$ cat src/rtl/uart_tx_frame.sv
// -----------------------------------------------------------------------------
// uart_tx_frame
//   UART transmitter. Serialises one parallel word into a frame made of a start
//   bit, DATA_WIDTH data bits (LSB first), an optional parity bit and one stop
//   bit. Every bit is held for `prescale` clocks of the oversampled UART clock,
//   which is the same clock and prescale setting used by the receive path.
//
// Ports
//   clk        oversampled UART clock, all logic on the rising edge
//   reset      asynchronous, active-high reset
//   prescale   clocks per bit (0 and 1 both mean one clock); latched on accept
//   p_data     parallel word to transmit
//   data_valid p_data is valid; taken when ready is high
//   par_en     1 appends a parity bit; latched on accept
//   par_typ    0 even parity, 1 odd parity; latched on accept
//   ready      combinational; a word is accepted this cycle if data_valid
//   busy       registered; a frame is in progress
//   tx_out     registered serial line, idles high
// -----------------------------------------------------------------------------
module uart_tx_frame #(
    parameter int DATA_WIDTH = 8
) (
    input  logic                  clk,
    input  logic                  reset,
    input  logic [5:0]            prescale,
    input  logic [DATA_WIDTH-1:0] p_data,
    input  logic                  data_valid,
    input  logic                  par_en,
    input  logic                  par_typ,
    output logic                  ready,
    output logic                  busy,
    output logic                  tx_out
);

    typedef enum logic [2:0] {
        IDLE   = 3'd0,
        START  = 3'd1,
        DATA   = 3'd2,
        PARITY = 3'd3,
        STOP   = 3'd4
    } state_t;

    localparam logic [3:0] BIT_LAST = 4'(DATA_WIDTH - 1);

    state_t                state_reg,    state_next;
    logic [5:0]            edge_cnt_reg, edge_cnt_next;
    logic [3:0]            bit_cnt_reg,  bit_cnt_next;
    logic [DATA_WIDTH-1:0] shift_reg,    shift_next;
    logic [5:0]            prescale_reg, prescale_next;
    logic                  par_en_reg,   par_en_next;
    logic                  parity_reg,   parity_next;
    logic                  tx_out_reg,   tx_out_next;
    logic                  busy_reg,     busy_next;

    logic                  edge_last;
    logic                  accept;

    // Last clock of the current bit. A latched prescale of 0 or 1 gives a
    // single clock per bit, so the counter never leaves 0 in that case.
    assign edge_last = (prescale_reg <= 6'd1) || (edge_cnt_reg == (prescale_reg - 6'd1));

    // A new word can be taken while idle, or on the final stop clock so that
    // back-to-back frames run without an idle gap.
    assign ready  = (state_reg == IDLE) || ((state_reg == STOP) && edge_last);
    assign accept = data_valid & ready;

    assign busy   = busy_reg;
    assign tx_out = tx_out_reg;

    always_ff @(posedge clk or posedge reset) begin
        if (reset) begin
            state_reg    <= IDLE;
            edge_cnt_reg <= '0;
            bit_cnt_reg  <= '0;
            shift_reg    <= '0;
            prescale_reg <= '0;
            par_en_reg   <= 1'b0;
            parity_reg   <= 1'b0;
            tx_out_reg   <= 1'b1;
            busy_reg     <= 1'b0;
        end else begin
            state_reg    <= state_next;
            edge_cnt_reg <= edge_cnt_next;
            bit_cnt_reg  <= bit_cnt_next;
            shift_reg    <= shift_next;
            prescale_reg <= prescale_next;
            par_en_reg   <= par_en_next;
            parity_reg   <= parity_next;
            tx_out_reg   <= tx_out_next;
            busy_reg     <= busy_next;
        end
    end

    always_comb begin
        state_next    = state_reg;
        edge_cnt_next = edge_last ? 6'd0 : (edge_cnt_reg + 6'd1);
        bit_cnt_next  = bit_cnt_reg;
        shift_next    = shift_reg;
        prescale_next = prescale_reg;
        par_en_next   = par_en_reg;
        parity_next   = parity_reg;
        tx_out_next   = 1'b1;
        busy_next     = 1'b0;

        unique case (state_reg)
            IDLE: begin
                edge_cnt_next = 6'd0;
            end
            START: begin
                if (edge_last) begin
                    state_next   = DATA;
                    bit_cnt_next = 4'd0;
                end
            end
            DATA: begin
                if (edge_last) begin
                    if (bit_cnt_reg == BIT_LAST) begin
                        state_next = par_en_reg ? PARITY : STOP;
                    end else begin
                        bit_cnt_next = bit_cnt_reg + 4'd1;
                        // The bit on the line is always shift_reg[0].
                        shift_next   = shift_reg >> 1;
                    end
                end
            end
            PARITY: begin
                if (edge_last) begin
                    state_next = STOP;
                end
            end
            STOP: begin
                if (edge_last) begin
                    state_next = IDLE;
                end
            end
            default: begin
                state_next    = IDLE;
                edge_cnt_next = 6'd0;
            end
        endcase

        // Acceptance overrides the normal progression, including on the final
        // stop clock where it chains straight into the next start bit.
        if (accept) begin
            state_next    = START;
            edge_cnt_next = 6'd0;
            bit_cnt_next  = 4'd0;
            shift_next    = p_data;
            prescale_next = prescale;
            par_en_next   = par_en;
            parity_next   = (^p_data) ^ par_typ;
        end

        // The line level is decided from the state being entered so that it
        // appears on the flop output during that state's first clock.
        unique case (state_next)
            START:   tx_out_next = 1'b0;
            DATA:    tx_out_next = shift_next[0];
            PARITY:  tx_out_next = parity_next;
            default: tx_out_next = 1'b1;
        endcase

        busy_next = (state_next != IDLE);
    end

endmodule

$ cat config.mk
export PLATFORM = sky130hd
export DESIGN_NAME = uart_tx_frame
export DESIGN_NICKNAME = d
export VERILOG_FILES = /design/src/rtl/uart_tx_frame.sv
export SDC_FILE = /design/constraint.sdc
export NUM_CORES = 1
export LEC_CHECK = 0
export BUFFER_PORTS_ARGS = -buffer_cell sky130_fd_sc_hd__buf_2
export CAP_MARGIN = 20
export CELL_PAD_IN_SITES_DETAIL_PLACEMENT = 0
export CELL_PAD_IN_SITES_GLOBAL_PLACEMENT = 1
export CORE_AREA = 4 4 71 73
export CTS_CLUSTER_SIZE = 30
export DETAILED_ROUTE_END_ITERATION = 12
export DIE_AREA = 0 0 75 77
export PLACE_DENSITY_LB_ADDON = 0.1
export SYNTH_ARGS = -nofsm -noshare
export SYNTH_HDL_FRONTEND = slang
export SYNTH_SLANG_ARGS = --single-unit
$ cat constraint.sdc
create_clock -name clk -period 3.55 [get_ports clk]
set_clock_uncertainty 0.1 [all_clocks]
set_input_delay 0.1775 -clock clk [delete_from_list [all_inputs] [get_ports clk]]
set_output_delay 0.1775 -clock clk [all_outputs]
set_load 0.02 [all_outputs]
==> results by group, run 1 <==
Pwr
  – VDD IR max: between 0.0002 and 0.0003 V
  – Power density cells: 807 nW/um^2
  – P_leak: just over 0.9 nW
  – Net Switching: approximately 0.63 mW
  – Sequential share of power: 39.5%
  – Int Pwr: slightly below 1 mW
  – Switching power share of the total: between 30% and 40%
  – Clk pwr share: ~18%
  – Gate power share: 42.9%

Critical path
  – Crit-path slowest cell: nor2_1
  – Arrival @ worst endpoint: approximately 3.1 ns
  – Crit-path max cell delay: roughly 0.5 ns
  – Reg2Reg Setup Slack: between 0.5 and 0.6 ns
  – Most used cell, CP: nor2_1
  – Crit Path Max Fanout: 11
  – Setup crit start kind: flop
  – Crit path cell chain: inv_1 > ha_1 > o21ba_1 > a221o_1 > and2_1 > o21a_1 > nor2_1 > nor2_1 > a21o_1
  – Worst EP required: about 3.6 ns
  – CP Class: reg -> reg
  – Critical Path End Type: flop

Clocking
  – Skew-Pair Late Insertion Delay: 0.28 ns
  – Max clock buf depth: 2
  – TritonCTS clock tree: built
  – CTS Sinks: 31
  – Root buffer cell: clkbuf_8
  – Post-CTS Setup Inserts: 0
  – Clk pin slew, worst setup/hold paths: around 0.070 ns
  – Post-CTS sizing: 0
  – Cts hold-fix bufs: 2
  – CTS buffer count: 5
  – H-tree Lvls: 2

Yosys
  – Sequential area share after synthesis: a little under half
  – Mapped Cells: 170
  – Most common cell in the netlist: dfrtp_1
  – EDFF count, synth: 0
  – Area leader, netlist: dfrtp_1
  – Yosys reg bits: 31
  – Mean Syn Cell Area: 10.0 um^2
  – Syn Nets: just under 200
  – Synth Flop Type: dfrtp_1
  – Cell variety after synth: 42
  – Top post-synthesis cells by count: dfrtp_1, nor2_1, xnor2_1
  – Synth async-reset ratio: 100%
  – Synthesis warning total: 0
  – Synth top area share: a little over two fifths
  – Synth area leaders: dfrtp_1, xnor2_1, nor2_1
  – Synth Cell Area: 1710 um^2

Die
  – Core ar.: 4350 um^2
  – FP Rows: 24
  – Num ports: 22
  – Die area: 5780 um^2
  – Initial Utilization: approximately two fifths
  – Die Y: between 70 and 80 um
  – Die X: approximately 75 um

Timing
  – Unrepaired setup endpoints after global routing: no
  – Final min period: 2.99 ns
  – FMAX: roughly 330 MHz
  – Final setup margin: around 0.56 ns
  – Hold Vio Cnt, Final: 0
  – Final Slew Violations: 0
  – Slew Limit Headroom: roughly three fifths
  – # setup viols final: 0
  – Fin crit share: about 84%
  – Setup TNS: 0 ns
  – Actual slew at the worst max-slew pin: ~0.57 ns

Finish
  – Nets@finish: between 200 and 250
  – Share of layout cells above drive strength 1: 19.2%
  – Layout Utilization: 45.5%
  – Ant diodes: 0
  – Max reg flops: 8
  – Area Growth Syn to Fin: 16.1%

Route
  – First-pass DRT Iterations: 4
  – WL/cell: about 15 um
  – Post-route antenna net violation count: 0
  – DRC Markers: 0
  – Initial DRC count: 43
  – DR vias: 1314
  – Final WL: 3670 um
  – Vias per inst: about 5.3

GRT
  – First-pass GRT wire length: ~6400 um
  – Largest net degree at the start of global routing: 32
  – Grt total ovfl: 0
  – GRT Util Overall: between 10% and 20%
  – Initial antenna violation count: 0
  – Vias in the first global route: 1358

Placed design
  – Gpl congestion: roughly 0.77
  – PortBufs: 21
  – Detailed Place HPWL: between 2000 and 3000 um
  – Worst slack at placement: a little under 0.6 ns

Status
  – Status: complete, no violations

Job
  – Max-cap violations: 0

Min path
  – Worst hold path class: in -> reg
## routing by layer
| metal | vias to the layer above | wire length [um] | global-route usage [%] |
|---|---|---|---|
| met5 | - | 0 | 0 |
| met4 | 0 | 30 | 4.45 |
| met3 | 4 | 197 | 4.58 |
| met2 | 31 | 1710 | 20.6 |
| met1 | 627 | 1730 | 20.3 |
| li1 | 652 | - | - |
## layout by cell type, fill, tap and decap left out, types with 2 or more instances in the layout
cell,instances
a22o_1,8
xor2_1,8
nor2b_1,2
a21o_1,8
clkbuf_8,6
o21ai_1,5
buf_2,21
xnor2_1,12
nand3_1,8
mux2_1,5
a21oi_1,4
ha_1,4
dlygate4sd3_1,2
o21a_1,2
dfrtp_1,30
and2_1,2
buf_4,4
nor2_1,19
nor3_1,4
and3_1,3
or3_1,3
nand2_1,11
inv_1,5
## stage by stage
stage,total power [mW],area [um^2],hold slack (ns),cells
after global routing,1.74,1980,0.0121,250
final,1.60,1980,0.00623,250
after floorplan,1.15,1710,0.180,170
after detailed placement,1.33,1880,0.185,241
after CTS,1.62,1980,0.00338,250
after global placement,1.31,1880,0.180,241
## power by group through the flow
| stage | registers (mW) | clock network, mW | logic, mW |
|---|---|---|---|
| 2_1_floorplan | 0.602 | 0 | 0.552 |
| 3_5_place_dp | 0.637 | 0 | 0.690 |
| 5_1_grt | 0.654 | 0.307 | 0.775 |
| 4_1_cts | 0.631 | 0.293 | 0.696 |
| 6_report | 0.633 | 0.281 | 0.686 |
| 3_3_place_gp | 0.632 | 0 | 0.675 |
## layout make-up
class / count / area [um^2]
flip-flops and latches: 31 / 777
well taps: 52 / 65.1
repair buffers: 27 / 155
inverters: 5 / 18.8
clock inverters: 1 / 5.00
multi-input cells: 128 / 880
fillers: 419 / 2370
clock buffers: 6 / 82.6
## worst paths after layout
| path | cells after the start | startpoint | endpoint |
|---|---|---|---|
| max in group asynchronous | 4 | reset | tx_out |
| max reg2reg | 9 | prescale_reg[0] | shift_reg[5] |
| min | 3 | par_en | par_en_reg |
| max | 9 | prescale_reg[0] | shift_reg[5] |
| min in group asynchronous | 4 | reset | shift_reg[7] |
| min reg2reg | 1 | shift_reg[2] | shift_reg[2] |
## kinds of logic (layout without fill, tap and decap cells)
family / after synthesis / in the layout / synth area share, %
AO/OA/AOI/OAI: 40 / 40 / 17.7
XOR/XNOR: 20 / 20 / 10.3
adder cells (fa/ha/maj): 4 / 4 / 2.93
buffers and inverters: 11 / 39 / 3.00
flip-flops: 31 / 31 / 45.5
multiplexers: 6 / 6 / 4.18
AND/OR/NAND/NOR: 58 / 58 / 16.4
## critical path: cells and delay by family, from the launching register on
kind / cells / cell delay, ns
AO/OA/AOI/OAI: 4 / 1.08
AND/OR/NAND/NOR: 3 / 0.89
flip-flops: 1 / 0.45
adder cells (fa/ha/maj): 1 / 0.27
buffers and inverters: 1 / 0.09
Power figures use the tool's default switching activity.
==> inputs of run 2 (changes only) <==
- clock period: 3.55 -> 2.98 ns (I/O delays scaled with it)
==> run 2 against run 1 <==
Combinational power up 22%. Final area grew 4.8%. Worst setup slack got worse by 0.40 ns. Core utilization is 2.2 points higher. Maximum frequency rose by 6.1%. Largest cell class unchanged. Highest routed layer unchanged.
==> results by group, run 2 (synthesized netlist as in run 1, its figures left out) <==
Min path
  – Hold EP: shift_reg[7] (was par_en_reg)
  – Hold Crit Depth: 3 (unchanged)
  – Worst hold path class: in -> reg (unchanged)
  – Hold_sp: p_data[7] (was par_en)

Placed design
  – Gpl congestion: 0.764 (was 0.772)
  – Dpl cell area: 1890 um^2 (was 1880 um^2)
  – Detailed Place HPWL: 2750 um (was 2800 um)
  – PortBufs: 21 (unchanged)

Critical path
  – Worst EP required: 3.04 ns (was 3.62 ns)
  – Reg2reg start: prescale_reg[0] (unchanged)
  – Crit Path Max Fanout: 6 (was 11)
  – Arrival @ worst endpoint: 2.88 ns (was 3.06 ns)
  – Reg-to-reg endpoint: busy (was shift_reg[5])
  – CP Class: reg -> reg (unchanged)
  – Setup crit start kind: flop (unchanged)
  – Reg2Reg Setup Slack: 0.16 ns (was 0.56 ns)
  – Worst r2r path cells: 9 (unchanged)
  – Critical Path End Type: flop (unchanged)

Finish
  – Most common cell after layout, fill and taps aside: dfrtp_1 (unchanged)
  – Commonest non-fill, non-tap cells in the layout: dfrtp_1, buf_2, nor2_1 (unchanged)
  – # fillers: 409 (was 419)
  – Nets@finish: 229 (was 221)
  – Design Area, Final: 2080 um^2 (was 1980 um^2)
  – Ant diodes: 0 (unchanged)
  – Share of layout cells above drive strength 1: 19.3% (was 19.2%)
  – Max reg flops: 8 (unchanged)
  – Area Growth Syn to Fin: 21.7% (was 16.1%)

GRT
  – Initial antenna violation count: 0 (unchanged)
  – GRT Util Overall: 14.5% (was 14.4%)
  – Largest net degree at the start of global routing: 32 (unchanged)
  – Vias in the first global route: 1380 (was 1358)
  – Grt total ovfl: 0 (unchanged)
  – First-pass GRT wire length: 6560 um (was 6410 um)

Route
  – Vias per inst: 5.19 (was 5.26)
  – Post-route antenna net violation count: 0 (unchanged)
  – Final WL: 3630 um (was 3670 um)
  – DRC Markers: 0 (unchanged)
  – First-pass DRT Iterations: 4 (unchanged)
  – Initial DRC count: 63 (was 43)
  – WL/cell: 14.0 um (was 14.7 um)
  – DR vias: 1344 (was 1314)

Timing
  – Final Slew Violations: 0 (unchanged)
  – Setup TNS: 0 ns (unchanged)
  – Fin crit share: 94.6% (was 84.2%)
  – Unrepaired setup endpoints after global routing: no (unchanged)
  – Slew Limit Headroom: 70.7% (was 62.0%)
  – Actual slew at the worst max-slew pin: 0.437 ns (was 0.568 ns)
  – # setup viols final: 0 (unchanged)
  – Final min period: 2.82 ns (was 2.99 ns)
  – FMAX: 355 MHz (was 334 MHz)
  – Hold Vio Cnt, Final: 0 (unchanged)

Die
  – Die Y: 77 um (unchanged)
  – Die area: 5780 um^2 (unchanged)
  – Initial Utilization: 39.2% (unchanged)
  – Die X: 75 um (unchanged)
  – Core ar.: 4350 um^2 (unchanged)
  – Num ports: 22 (unchanged)
  – FP Rows: 24 (unchanged)

Pwr
  – VDD IR max: 0.000373 V (was 0.000291 V)
  – Power density cells: 937 nW/um^2 (was 807 nW/um^2)
  – P_leak: 0.970 nW (was 0.929 nW)

Clocking
  – CTS Sinks: 31 (unchanged)
  – Skew-Pair Late Insertion Delay: 0.28 ns (about the same)
  – Clk pin slew, worst setup/hold paths: 0.07 ns (about the same)
  – Max clock buf depth: 2 (unchanged)
  – Post-CTS Setup Inserts: 0 (unchanged)
  – Root buffer cell: clkbuf_8 (unchanged)
  – CTS buffer count: 5 (unchanged)
  – H-tree Lvls: 2 (unchanged)
  – TritonCTS clock tree: built (unchanged)

Job
  – Max-cap violations: 0 (unchanged)

Status
  – Status: complete, no violations (unchanged)
-- run 2: worst max-delay path by stage --
stage / from / endpoint / slack, ns / depth (start not counted)
after floorplan: prescale_reg[0] / busy / 0.35 / 9
after global placement: prescale_reg[0] / prescale_reg[5] / 0.20 / 9
after detailed placement: prescale_reg[0] / prescale_reg[5] / 0.11 / 9
after CTS: prescale_reg[0] / prescale_reg[5] / 0.11 / 9
after global routing: prescale_reg[0] / busy / 0.004 / 9
final: prescale_reg[0] / busy / 0.16 / 9
-- run 2: final cells by class --
| class | instances | area (um^2) | share of cell area, % |
|---|---|---|---|
| repair buffers | 35 | 230 | 11.1 |
| clock buffers | 8 | 100 | 4.82 |
| multi-input cells | 128 | 887 | 42.7 |
| well taps | 52 | 65.1 | 3.13 |
| flip-flops and latches | 31 | 777 | 37.4 |
| inverters | 5 | 18.8 | 0.903 |
-- run 2: report_power, final --
group	internal, mW	switching, mW
sequential	0.593	0.158
clock	0.211	0.148
combinational	0.400	0.437
-- run 2: per-stage QoR --
stage / total power [mW] / setup WS, ns / std cells / util [%] / hold slack [ns]
5_1_grt: 2.11 / 0.00354 / 259 / 47.7 / 0.0356
3_5_place_dp: 1.59 / 0.113 / 243 / 43.4 / 0.155
4_1_cts: 1.97 / 0.113 / 259 / 47.6 / 0.00641
6_report: 1.95 / 0.161 / 259 / 47.7 / 0.0143
2_1_floorplan: 1.37 / 0.346 / 170 / - / 0.152
3_3_place_gp: 1.56 / 0.203 / 243 / 43.4 / 0.149
-- run 2: timing repair --
action | in CTS | in global routing
hold buffers | 8 | 0
hold endpoints to repair | 37 | 0
gates resized for setup | 0 | 1
endpoints found under the setup margin | 0 | 4
-- run 2: critical path, stage by stage, from the launching register on --
cell and delay, ns:
dfrtp_1 0.44, inv_1 0.08, ha_1 0.27, o21ba_1 0.21, a221o_1 0.34, and2_1 0.16, o21ai_2 0.21, mux2_4 0.33
a21o_1 0.21, or3_1 0.35
-- run 2: routing by layer --
layer  up-vias  routed length (um)  global-route usage, %
met3         7                 137                   4.05
met4         0                  49                   4.80
met5         -                   0                      0
met1       642                1750                   20.8
met2        25                1700                   20.7
li1        670                   -                      -
